## config.mk

```make
export PLATFORM = sky130hd
export DESIGN_NAME = scan_display_ctrl_flat
export DESIGN_NICKNAME = d
export VERILOG_FILES = /design/src/rtl/scan_display_ctrl_if.sv /design/src/rtl/scan_display_ctrl.sv /design/src/flat_wrapper.sv
export SDC_FILE = /design/constraint.sdc
export NUM_CORES = 1
export LEC_CHECK = 0
export BUFFER_PORTS_ARGS = -buffer_cell sky130_fd_sc_hd__clkbuf_2
export CORE_ASPECT_RATIO = 1.75
export CORE_MARGIN = 1.5
export CORE_UTILIZATION = 52
export CTS_CLUSTER_SIZE = 8
export DETAILED_ROUTE_END_ITERATION = 12
export PLACE_DENSITY = 0.82
export SLEW_MARGIN = 20
export SYNTH_ARGS = -nofsm -noshare
export SYNTH_HDL_FRONTEND = slang
export SYNTH_SLANG_ARGS = --single-unit
```

## constraint.sdc

```tcl
create_clock -name clk -period 2.9 [get_ports clk]
set_input_delay 0.58 -clock clk [delete_from_list [all_inputs] [get_ports clk]]
set_output_delay 0.58 -clock clk [all_outputs]
set_load 0.05 [all_outputs]
```

## src/rtl/scan_display_ctrl_if.sv

```systemverilog
// Bus between the display scan controller and its host/display logic.
interface scan_display_ctrl_if #(
  parameter int N_DIGITS = 4
);
  localparam int DW = $clog2(N_DIGITS);

  logic [4*N_DIGITS-1:0] value_in;
  logic                  load;
  logic                  load_ack;
  logic [N_DIGITS-1:0]   digit_en_mask;
  logic                  lz_blank;
  logic [3:0]            bcd_out;
  logic [DW-1:0]         digit_sel;
  logic [N_DIGITS-1:0]   anode_n;
  logic                  blank;
  logic                  frame_start;

  modport master (
    output value_in, load, digit_en_mask, lz_blank,
    input  load_ack, bcd_out, digit_sel, anode_n, blank, frame_start
  );

  modport slave (
    input  value_in, load, digit_en_mask, lz_blank,
    output load_ack, bcd_out, digit_sel, anode_n, blank, frame_start
  );
endinterface

```

## src/rtl/scan_display_ctrl.sv

```systemverilog
// Multiplexed 7-segment scan timing: blanked digit slots, masking,
// leading-zero suppression and frame-synchronous double buffering.
module scan_display_ctrl #(
  parameter int N_DIGITS     = 4,
  parameter int DIGIT_CYCLES = 100000,
  parameter int BLANK_CYCLES = 1000
) (
  input  logic               clk,
  input  logic               reset,
  scan_display_ctrl_if.slave bus
);
  localparam int CW = $clog2(DIGIT_CYCLES);
  localparam int DW = $clog2(N_DIGITS);
  localparam int VW = 4 * N_DIGITS;
  localparam logic [CW-1:0] CNT_LAST = CW'(DIGIT_CYCLES - 1);
  localparam logic [CW-1:0] CNT_ON   = CW'(BLANK_CYCLES);
  localparam logic [DW-1:0] DIG_LAST = DW'(N_DIGITS - 1);

  typedef enum logic {ST_BLANK, ST_ON} state_e;

  state_e              state_q, state_d;
  logic [CW-1:0]       cnt_q, cnt_d;
  logic [DW-1:0]       digit_q, digit_d;
  logic [VW-1:0]       shadow_q, shadow_d;
  logic [VW-1:0]       pend_q, pend_d;
  logic                pend_vld_q, pend_vld_d;
  logic [3:0]          bcd_q, bcd_d;
  logic [N_DIGITS-1:0] anode_q, anode_d;
  logic                blank_q, blank_d;
  logic                ack_q, ack_d;
  logic                fs_q, fs_d;
  logic [N_DIGITS-1:0] supp;
  logic                hi_zero;
  logic                slot_end;
  logic                frame_end;

  assign slot_end  = (cnt_q == CNT_LAST);
  assign frame_end = slot_end && (digit_q == DIG_LAST);

  // Walk from the top digit down so hi_zero means "this nibble and all above are zero".
  always_comb begin
    hi_zero = 1'b1;
    supp    = '0;
    for (int i = N_DIGITS - 1; i >= 0; i--) begin
      hi_zero = hi_zero && (shadow_q[4*i +: 4] == 4'd0);
      supp[i] = !bus.digit_en_mask[i] || (bus.lz_blank && (i != 0) && hi_zero);
    end
  end

  always_comb begin
    cnt_d      = slot_end ? '0 : cnt_q + CW'(1);
    digit_d    = digit_q;
    state_d    = state_q;
    pend_d     = pend_q;
    pend_vld_d = pend_vld_q;
    shadow_d   = shadow_q;
    ack_d      = 1'b0;
    fs_d       = frame_end;
    bcd_d      = bcd_q;
    anode_d    = '1;

    if (slot_end) begin
      digit_d = (digit_q == DIG_LAST) ? '0 : digit_q + DW'(1);
    end

    case (state_q)
      ST_BLANK: if (cnt_d == CNT_ON) state_d = ST_ON;
      ST_ON:    if (slot_end) state_d = ST_BLANK;
    endcase

    if (bus.load) begin
      pend_d     = bus.value_in;
      pend_vld_d = 1'b1;
    end

    // A load in the boundary cycle itself bypasses the pending register.
    if (frame_end) begin
      if (bus.load) begin
        shadow_d   = bus.value_in;
        pend_vld_d = 1'b0;
        ack_d      = 1'b1;
      end else if (pend_vld_q) begin
        shadow_d   = pend_q;
        pend_vld_d = 1'b0;
        ack_d      = 1'b1;
      end
    end

    if (slot_end) begin
      for (int i = 0; i < N_DIGITS; i++) begin
        if (digit_d == DW'(i)) bcd_d = shadow_d[4*i +: 4];
      end
    end

    for (int i = 0; i < N_DIGITS; i++) begin
      if (state_d == ST_ON && digit_d == DW'(i) && !supp[i]) anode_d[i] = 1'b0;
    end
    blank_d = &anode_d;
  end

  // reset is active-low; it drops the anodes without waiting for a clock.
  always_ff @(posedge clk or negedge reset) begin
    if (!reset) begin
      state_q    <= ST_BLANK;
      cnt_q      <= '0;
      digit_q    <= '0;
      shadow_q   <= '0;
      pend_q     <= '0;
      pend_vld_q <= 1'b0;
      bcd_q      <= 4'd0;
      anode_q    <= '1;
      blank_q    <= 1'b1;
      ack_q      <= 1'b0;
      fs_q       <= 1'b0;
    end else begin
      state_q    <= state_d;
      cnt_q      <= cnt_d;
      digit_q    <= digit_d;
      shadow_q   <= shadow_d;
      pend_q     <= pend_d;
      pend_vld_q <= pend_vld_d;
      bcd_q      <= bcd_d;
      anode_q    <= anode_d;
      blank_q    <= blank_d;
      ack_q      <= ack_d;
      fs_q       <= fs_d;
    end
  end

  assign bus.bcd_out     = bcd_q;
  assign bus.digit_sel   = digit_q;
  assign bus.anode_n     = anode_q;
  assign bus.blank       = blank_q;
  assign bus.load_ack    = ack_q;
  assign bus.frame_start = fs_q;
endmodule

```

## src/flat_wrapper.sv

```systemverilog
// flat-port wrapper written by rule: the top's interface ports become plain ports
module scan_display_ctrl_flat 
#(
  parameter int N_DIGITS     = 4,
  parameter int DIGIT_CYCLES = 100000,
  parameter int BLANK_CYCLES = 1000
)
  (clk, reset, bus_value_in, bus_load, bus_digit_en_mask, bus_lz_blank, bus_load_ack, bus_bcd_out, bus_digit_sel, bus_anode_n, bus_blank, bus_frame_start);
  scan_display_ctrl_if #(.N_DIGITS(N_DIGITS)) bus_i ();
  input  logic clk;
  input  logic reset;
  input wire logic [$bits(bus_i.value_in)-1:0] bus_value_in;
  input wire logic [$bits(bus_i.load)-1:0] bus_load;
  input wire logic [$bits(bus_i.digit_en_mask)-1:0] bus_digit_en_mask;
  input wire logic [$bits(bus_i.lz_blank)-1:0] bus_lz_blank;
  output wire logic [$bits(bus_i.load_ack)-1:0] bus_load_ack;
  output wire logic [$bits(bus_i.bcd_out)-1:0] bus_bcd_out;
  output wire logic [$bits(bus_i.digit_sel)-1:0] bus_digit_sel;
  output wire logic [$bits(bus_i.anode_n)-1:0] bus_anode_n;
  output wire logic [$bits(bus_i.blank)-1:0] bus_blank;
  output wire logic [$bits(bus_i.frame_start)-1:0] bus_frame_start;
  assign bus_i.value_in = bus_value_in;
  assign bus_i.load = bus_load;
  assign bus_i.digit_en_mask = bus_digit_en_mask;
  assign bus_i.lz_blank = bus_lz_blank;
  assign bus_load_ack = bus_i.load_ack;
  assign bus_bcd_out = bus_i.bcd_out;
  assign bus_digit_sel = bus_i.digit_sel;
  assign bus_anode_n = bus_i.anode_n;
  assign bus_blank = bus_i.blank;
  assign bus_frame_start = bus_i.frame_start;
  scan_display_ctrl #(.N_DIGITS(N_DIGITS), .DIGIT_CYCLES(DIGIT_CYCLES), .BLANK_CYCLES(BLANK_CYCLES)) u_core (.clk(clk), .reset(reset), .bus(bus_i));
endmodule
```

; After elaboration in Yosys (flattened, before gate mapping)
; Index checks and enable logic that the tools add are counted.
[word_totals]
register_bits = 64
input_bits = 24
out_inout_bits = 13
elab_cells = 74
[classes]
add_sub_neg = 2
n_eq_ne = 6
mux = 24
n_bitwise = 1
n_reduce_logical = 30
[ops]
columns = cell, count
row1 = $mux 16, 3
row2 = $add 17x1->17 const B, 1
row3 = $eq 17x10->1 const B, 1
row4 = $eq 17x17->1 const B, 1
row5 = $mux 17, 1
row6 = $mux 4, 4
row7 = $logic_and 1x1->1, 14
row8 = $mux 1, 13
row9 = $logic_not 4->1, 3
row10 = $eq 2x2->1 const B, 3
row11 = $logic_not 1->1, 6
row12 = $mux 2, 2
row13 = $reduce_and 4->1, 1
row14 = $reduce_bool 4->1, 1
row15 = $logic_or 1x1->1, 3
row16 = $add 2x1->2 const B, 1
row17 = $eq 2x1->1 const B, 1
row18 = $logic_not 2->1, 1
row19 = $pmux 1 s2, 1
row20 = $reduce_and 2->1, 1
row21 = $not 1->1, 1

; Depth between registers and ports, before layout
; Gate-level depths: netlist of the first run.
[logic_depth]
word_depth = 9
mapped_depth = 10

; Worst setup path after synthesis of the first run
; Ideal clock, no wire load.
[synth_timing]
path_kind = reg-to-reg
start = register u_core.cnt_q[5]
end = register u_core.bcd_q[0], in the netlist u_core.bus.bcd_out[0]
setup_ps = 75
arrival_ps = 2718
required_ps = 2825
path_slack_ps = 107
stages_incl_launch_ff = 11
path_buffers = 3
path_cell_list = dfrtp_1 > buf_6 > or4_1 > or3_1 > or4_1 > buf_2 > mux2i_4 > buf_8 > mux2i_1 > mux2_2 > o21ai_2
[synth_via]
elab_chain_len = 7
elab_cells_between_ends = 14
classes_between = eq/ne: 4 / mux: 6 / reduce/logical: 4
[synth_lines]
columns = item, line
row1 = start: declaration, scan_display_ctrl.sv:22  ; logic [CW-1:0] cnt_q, cnt_d;
row2 = start signal: assignment, scan_display_ctrl.sv:117  ; cnt_q <= cnt_d;
row3 = $eq 17x17->1 (*), scan_display_ctrl.sv:37  ; assign slot_end = (cnt_q == CNT_LAST);
row4 = $logic_and 1x1->1, scan_display_ctrl.sv:38  ; assign frame_end = slot_end && (digit_q == DIG_LAST);
row5 = $mux 16, scan_display_ctrl.sv:77  ; if (frame_end) begin
row6 = $mux 4 (4 in a row), scan_display_ctrl.sv:91  ; if (digit_d == DW'(i)) bcd_d = shadow_d[4*i +: 4];
row7 = end signal: assignment, scan_display_ctrl.sv:110  ; bcd_q <= 4'd0;
row8 = end signal: assignment, scan_display_ctrl.sv:122  ; bcd_q <= bcd_d;
row9 = end: declaration, scan_display_ctrl.sv:27  ; logic [3:0] bcd_q, bcd_d;
; Mark *: on every way between the ends. The rest lies on a longest branch, timed or not. The select of a mux whose other input is x is not followed.
; A chain may end at the register's enable or synchronous reset.

; Worst setup path after layout of the first run
[layout_timing]
start = register u_core.cnt_q[5]
end = register u_core.bcd_q[3], in the netlist u_core.bus.bcd_out[3]
; Same word-level chain as after synthesis.

==> impl_metrics.toml, run 1 <==
[die]
die-height_um = 102.4
rows = 36
dieArea_um2 = 6125
start_util = 0.5344
core_area_um2 = 5495
pin_count = 37
die_w_um = 59.81

[routing]
viasPerCell = 5.499
routed_wl_mm = 6.611
drt-pass1-iter-count = 6
antenna_left = 0
drc_errors = 0
wl_per_cell_um = 17.26
via_count = 2106
first_iter_violations = 40

[synth]
ys_ff_latch = 64
syn-mean-instance-area_um2 = 11.79
synthesis.nets = 275
ys_warn_count = 0
seq_area_frac_synth = 0.5475
synthArstFlopShare = 1.000
synth_top_area_share = 0.5028
syn_area_um2 = 2937
synth_ff_type = "dfrtp_1"
yosys.cell_types.count = 42
yosysTopAreaCell = "dfrtp_1"
synth_cells = 249
synth.area.top_cells = "dfrtp_1 (50%), mux2_2 (13%), dfstp_2 (4.5%)"
synth_edf_count = 0

[critical_path]
cp.arrival_ps = 3100
path_buf_inv = 1
critPathKind = "register to register"
cp.required_ps = 3180
cpLargestDelayFamily = "simple AND/OR/NAND/NOR gates"
crit_path_end_kind = "register"
path_cells = "or4_4, or3_4, or4_4, mux2i_4, buf_12, mux2i_1, mux2_2, o21ai_2"
start_kind = "register"
cpMostUsedCell = "or4_4"
slowest_delay_ps = 530
cpMaxStageDelayCell = "or4_4"
worstPathMaxFanout = 7

[timing]
hold_ws_ps = 282.6
max_freq_mhz = 355.0
relSlewSlack = 0.5035
rsz0062_at_grt = "no"
setup_violations = 0
fin_crit_sh = 0.9715
slew_violations = 0
worst_pin_slew_ps = 744.8
skew_ps = 6.626
finalSetupTns_ps = 0
finalHoldViolations = 0
period_needed_ps = 2817

[cts]
postCtsHoldBufs = 0
cts_buffers = 9
path_clk_slew_ps = 80
cts_tree = "yes"
cts_resized = 1
root_buffer = "clkbuf_8"
cts_sinks = 64
cts.path.max_buffers = 2
postCtsSetupRepairBufs = 0
htree_levels = 3
worstSkewPairLatency_ps = 350

[global_route]
grtUsageTotal = 0.2501
grt_pass1_vias = 2226
grt_overflow = 0
grt_max_degree = 37
grt_pass1_wl_mm = 10.74
antenna_found_initial = 0

[power]
p_leak_nw = 1.661
total_power_mw = 1.910
peakVddDrop_mv = 0.4220
powerDensity_nw_per_um2 = 539.0

[finish]
fin_nets = 328
final_common_cell = "dfrtp_1"
post_route_cells_drive_above_1_share = 0.3941
antenna_cells = 0
fin_util = 0.6448
area_delta_synth_final_pct = 20.66
layout_common_cells = "dfrtp_1 (59), clkbuf_2 (36), mux2_2 (34)"

[run_status]
status = "finished clean"

[placement]
dpl.hpwl_mm = 4.921
io_buffers = 36
gp_congestion = 0.8774

[worst_hold_path]
min_path_type = "input port to asynchronous set/reset pin"

[flow_run]
maxCapViolCount = 0
[stage by stage]
stage	std cells	setup WS, ps	instance area, µm²
6_report	383	82.73	3543
5_1_grt	383	4.882	3543
4_1_cts	383	91.03	3535
3_5_place_dp	367	51.66	3302
3_3_place_gp	367	134.2	3302
2_1_floorplan	249	106.5	2937
[sequential cells by signal, indices dropped and copies added (netlist names)]
register and flops:
u_core.pend_vld_q 1, u_core.shadow_q 16, u_core.bus.load_ack 1, u_core.bus.digit_sel 2
u_core.bus.bcd_out 4, u_core.cnt_q 17, u_core.bus.blank 1, u_core.state_q 1
u_core.bus.frame_start 1, u_core.bus.anode_n 4, u_core.pend_q 16
[synth_stat cells (2+ instances only)]
| cell type | number |
|---|---|
| or2_2 | 2 |
| clkbuf_1 | 4 |
| or4_1 | 4 |
| nor3b_1 | 3 |
| or3_1 | 2 |
| inv_1 | 5 |
| buf_1 | 3 |
| and2_1 | 3 |
| o21ai_0 | 5 |
| mux2_2 | 34 |
| nor4_1 | 4 |
| ha_1 | 2 |
| nand3_1 | 13 |
| mux2i_1 | 10 |
| o311ai_0 | 2 |
| xnor2_1 | 8 |
| dfstp_2 | 5 |
| a21o_1 | 2 |
| nor3_1 | 3 |
| nand4_1 | 6 |
| o21ai_2 | 4 |
| nor2b_1 | 2 |
| dfrtp_1 | 59 |
| buf_2 | 2 |
| nor2_1 | 22 |
| a21oi_1 | 4 |
| nand2_1 | 15 |
| xor2_1 | 7 |
[area by class of cell]
class	count	area [µm²]
fill	449	1952
sequential	64	1608
multi-input combinational	168	1256
timing repair buffer	53	332.8
clock buffer	10	137.6
tap	76	95.09
clock inverter	6	91.34
inverter	6	22.52
[final timing paths]
check,start,to,slack (ps),cells after the start
max,u_core.cnt_q[5],u_core.bus.bcd_out[3],80,8
min,reset,u_core.pend_q[12],280,1
max reg2reg,u_core.cnt_q[5],u_core.bus.bcd_out[3],80,8
min reg2reg,u_core.bus.bcd_out[0],u_core.bus.bcd_out[0],490,2
max in group asynchronous,reset,u_core.bus.anode_n[0],1910,2
min in group clk,bus_value_in[14],u_core.pend_q[14],450,2
[layer usage]
layer | up-vias | track usage | wire [µm]
met2 | 67 | 0.4239 | 3638
met1 | 1017 | 0.2552 | 2257
met4 | 0 | 0.2017 | 492
met5 | - | 0 | 0
li1 | 990 | - | -
met3 | 32 | 0.05063 | 222
[report_power, final]
| group | leakage [nW] | internal, mW | switching (mW) |
|---|---|---|---|
| clock | 0.117 | 0.511 | 0.363 |
| combinational | 0.752 | 0.0485 | 0.0537 |
| sequential | 0.792 | 0.923 | 0.00986 |
| total | 1.66 | 1.48 | 0.427 |
[logic make-up after synthesis]
logic type	count (synthesis)	synth area share
adders and majority gates	2	0.008520
DFF	64	0.5475
buffers and inverters	17	0.02897
xor gates and xnor gates	15	0.04474
and+or+nand+nor	86	0.1530
AOI/OAI and AO/OA	20	0.04516
muxes	45	0.1721
[worst reg2reg max path, cell delays in order (launching register included)]
cell	delay, ps
dfrtp_1	400
or4_4	530
or3_4	400
or4_4	480
mux2i_4	290
buf_12	170
mux2i_1	80
mux2_2	270
o21ai_2	130
No activity file was read; power rests on OpenSTA's default activity.
==> inputs of run 2 (changes only) <==
--- a/config.mk
+++ b/config.mk
@@ -6,7 +6,6 @@
 export NUM_CORES = 1
 export LEC_CHECK = 0
 export BUFFER_PORTS_ARGS = -buffer_cell sky130_fd_sc_hd__clkbuf_2
-export CORE_ASPECT_RATIO = 1.75
 export CORE_MARGIN = 1.5
 export CORE_UTILIZATION = 52
 export CTS_CLUSTER_SIZE = 8
==> impl_metrics.toml, run 2 (synthesis gave the netlist of run 1 again) <==
[die]
rows = 27
pin_count = 37
die_w_um = 78.15
die-height_um = 78.15
dieArea_um2 = 6107
core_area_um2 = 5473
start_util = 0.5366

[critical_path]
r2r_setup_slack_ps = 120
critPathKind = "register to register"
crit_path_end_kind = "register"
worstPathMaxFanout = 5
cp.required_ps = 3180
cp.arrival_ps = 3060
start_kind = "register"

[timing]
finalSetupTns_ps = 0
fin_crit_sh = 0.9596
relSlewSlack = 0.6301
setup_ws_ps = 117.2
max_freq_mhz = 359.4
worst_pin_slew_ps = 549.7
finalHoldViolations = 0
rsz0062_at_grt = "yes"
skew_ps = 11.00
period_needed_ps = 2783
slew_violations = 0
setup_violations = 0

[placement]
io_buffers = 36
gp_congestion = 0.9030
dp_cells = 361
dpl.hpwl_mm = 4.357
dp_worst_setup_slack_ps = -1.358

[cts]
cts_buffers = 9
cts_sinks = 64
postCtsHoldBufs = 0
worstSkewPairLatency_ps = 350
path_clk_slew_ps = 80
htree_levels = 3
cts_tree = "yes"
cts.path.max_buffers = 2
root_buffer = "clkbuf_8"

[finish]
fin_nets = 329
antenna_cells = 0
final_common_cell = "dfrtp_1"
largest_reg_flops = 17
largest_registers = "u_core.cnt_q x17, u_core.pend_q x16, u_core.shadow_q x16"
post_route_cells_drive_above_1_share = 0.3994
largest_register = "u_core.cnt_q"
area_delta_synth_final_pct = 21.47
layout.cells.non_filler = 380
layout_common_cells = "dfrtp_1 (59), clkbuf_2 (36), mux2_2 (34)"

[routing]
first_iter_violations = 115
routed_wl_mm = 6.213
via_count = 2089
viasPerCell = 5.497
drc_errors = 0
wl_per_cell_um = 16.35
drt-pass1-iter-count = 4
antenna_left = 0

[flow_run]
maxCapViolCount = 0

[global_route]
grt_pass1_vias = 2167
grt_max_degree = 55
grt_pass1_wl_mm = 10.45
antenna_found_initial = 0
grtUsageTotal = 0.2262
grt_overflow = 0

[power]
seqPwrFrac = 0.467
p_leak_nw = 1.672
p_int_mw = 1.570
p_sw_uw = 425.5
swShare = 0.2133
peakVddDrop_mv = 0.6209
p_clk_frac = 0.484
comb_power_share = 0.049
powerDensity_nw_per_um2 = 559.4

[run_status]
status = "finished clean"

[worst_hold_path]
min_path_type = "input port to asynchronous set/reset pin"
==> run 2: changes by cell type in the layout (fill, tap and decap cells not counted), sizes merged <==
cell	change
clkinv	-2
buf	+1
bufinv	+1
clkinvlp	+1
==> run 2: cell type report <==
class	instances	area, µm²
Clock inverter	6	115.1
Fill cell	434	1906
Tap cell	72	90.09
Clock buffer	10	137.6
Sequential cell	64	1608
Multi-Input combinational cell	168	1262
Inverter	6	22.52
Timing Repair Buffer	54	331.6
==> run 2: power groups by stage <==
stage / registers [mW] / clock network (mW) / logic (mW)
2_1_floorplan: 0.946 / 0 / 0.0514
3_5_place_dp: 0.949 / 0 / 0.100
3_3_place_gp: 0.947 / 0 / 0.0976
5_1_grt: 0.935 / 1.02 / 0.111
4_1_cts: 0.932 / 0.977 / 0.101
6_report: 0.932 / 0.965 / 0.0983
==> run 2: layer usage <==
layer	track usage	wire, µm
met3	0.06512	371
met1	0.3151	2853
met4	0.08571	81
met2	0.3365	2905
met5	0	0
==> run 2: path summary, 6_finish.rpt <==
check,from,to,depth (start not counted)
setup / recovery,u_core.cnt_q[5],u_core.bus.bcd_out[2],9
hold / removal,reset,u_core.pend_q[6],1
setup reg to reg,u_core.cnt_q[5],u_core.bus.bcd_out[2],9
hold reg to reg,u_core.pend_q[5],u_core.pend_q[5],1
max in group asynchronous,reset,u_core.bus.anode_n[1],2
min in group clk,bus_digit_en_mask[0],u_core.bus.anode_n[0],2
==> run 2: timing repair <==
item	4_1_cts	5_1_grt
setup endpoints to repair	1	9
gates resized for setup	1	5
buffers inserted	0	3
hold endpoints to repair	0	0
==> run 2: worst max-delay path: stages, from the launching register on <==
cell	delay, ps
dfrtp_1	370
or4_1	500
or3_1	400
or4_4	470
buf_4	180
nor3_2	130
a21oi_2	80
inv_2	120
mux2_2	350
o21ai_2	120
==> run 2: stage by stage <==
stage | utilization | hold slack, ps | total power, mW | area [µm²]
after floorplan | - | 284.4 | 0.9971 | 2937
after global routing | 0.6518 | 113.5 | 2.062 | 3567
after detailed placement | 0.5974 | 484.0 | 1.049 | 3269
after global placement | 0.5974 | 478.4 | 1.045 | 3269
final | 0.6518 | 104.7 | 1.995 | 3567
after CTS | 0.6443 | 113.6 | 2.010 | 3526
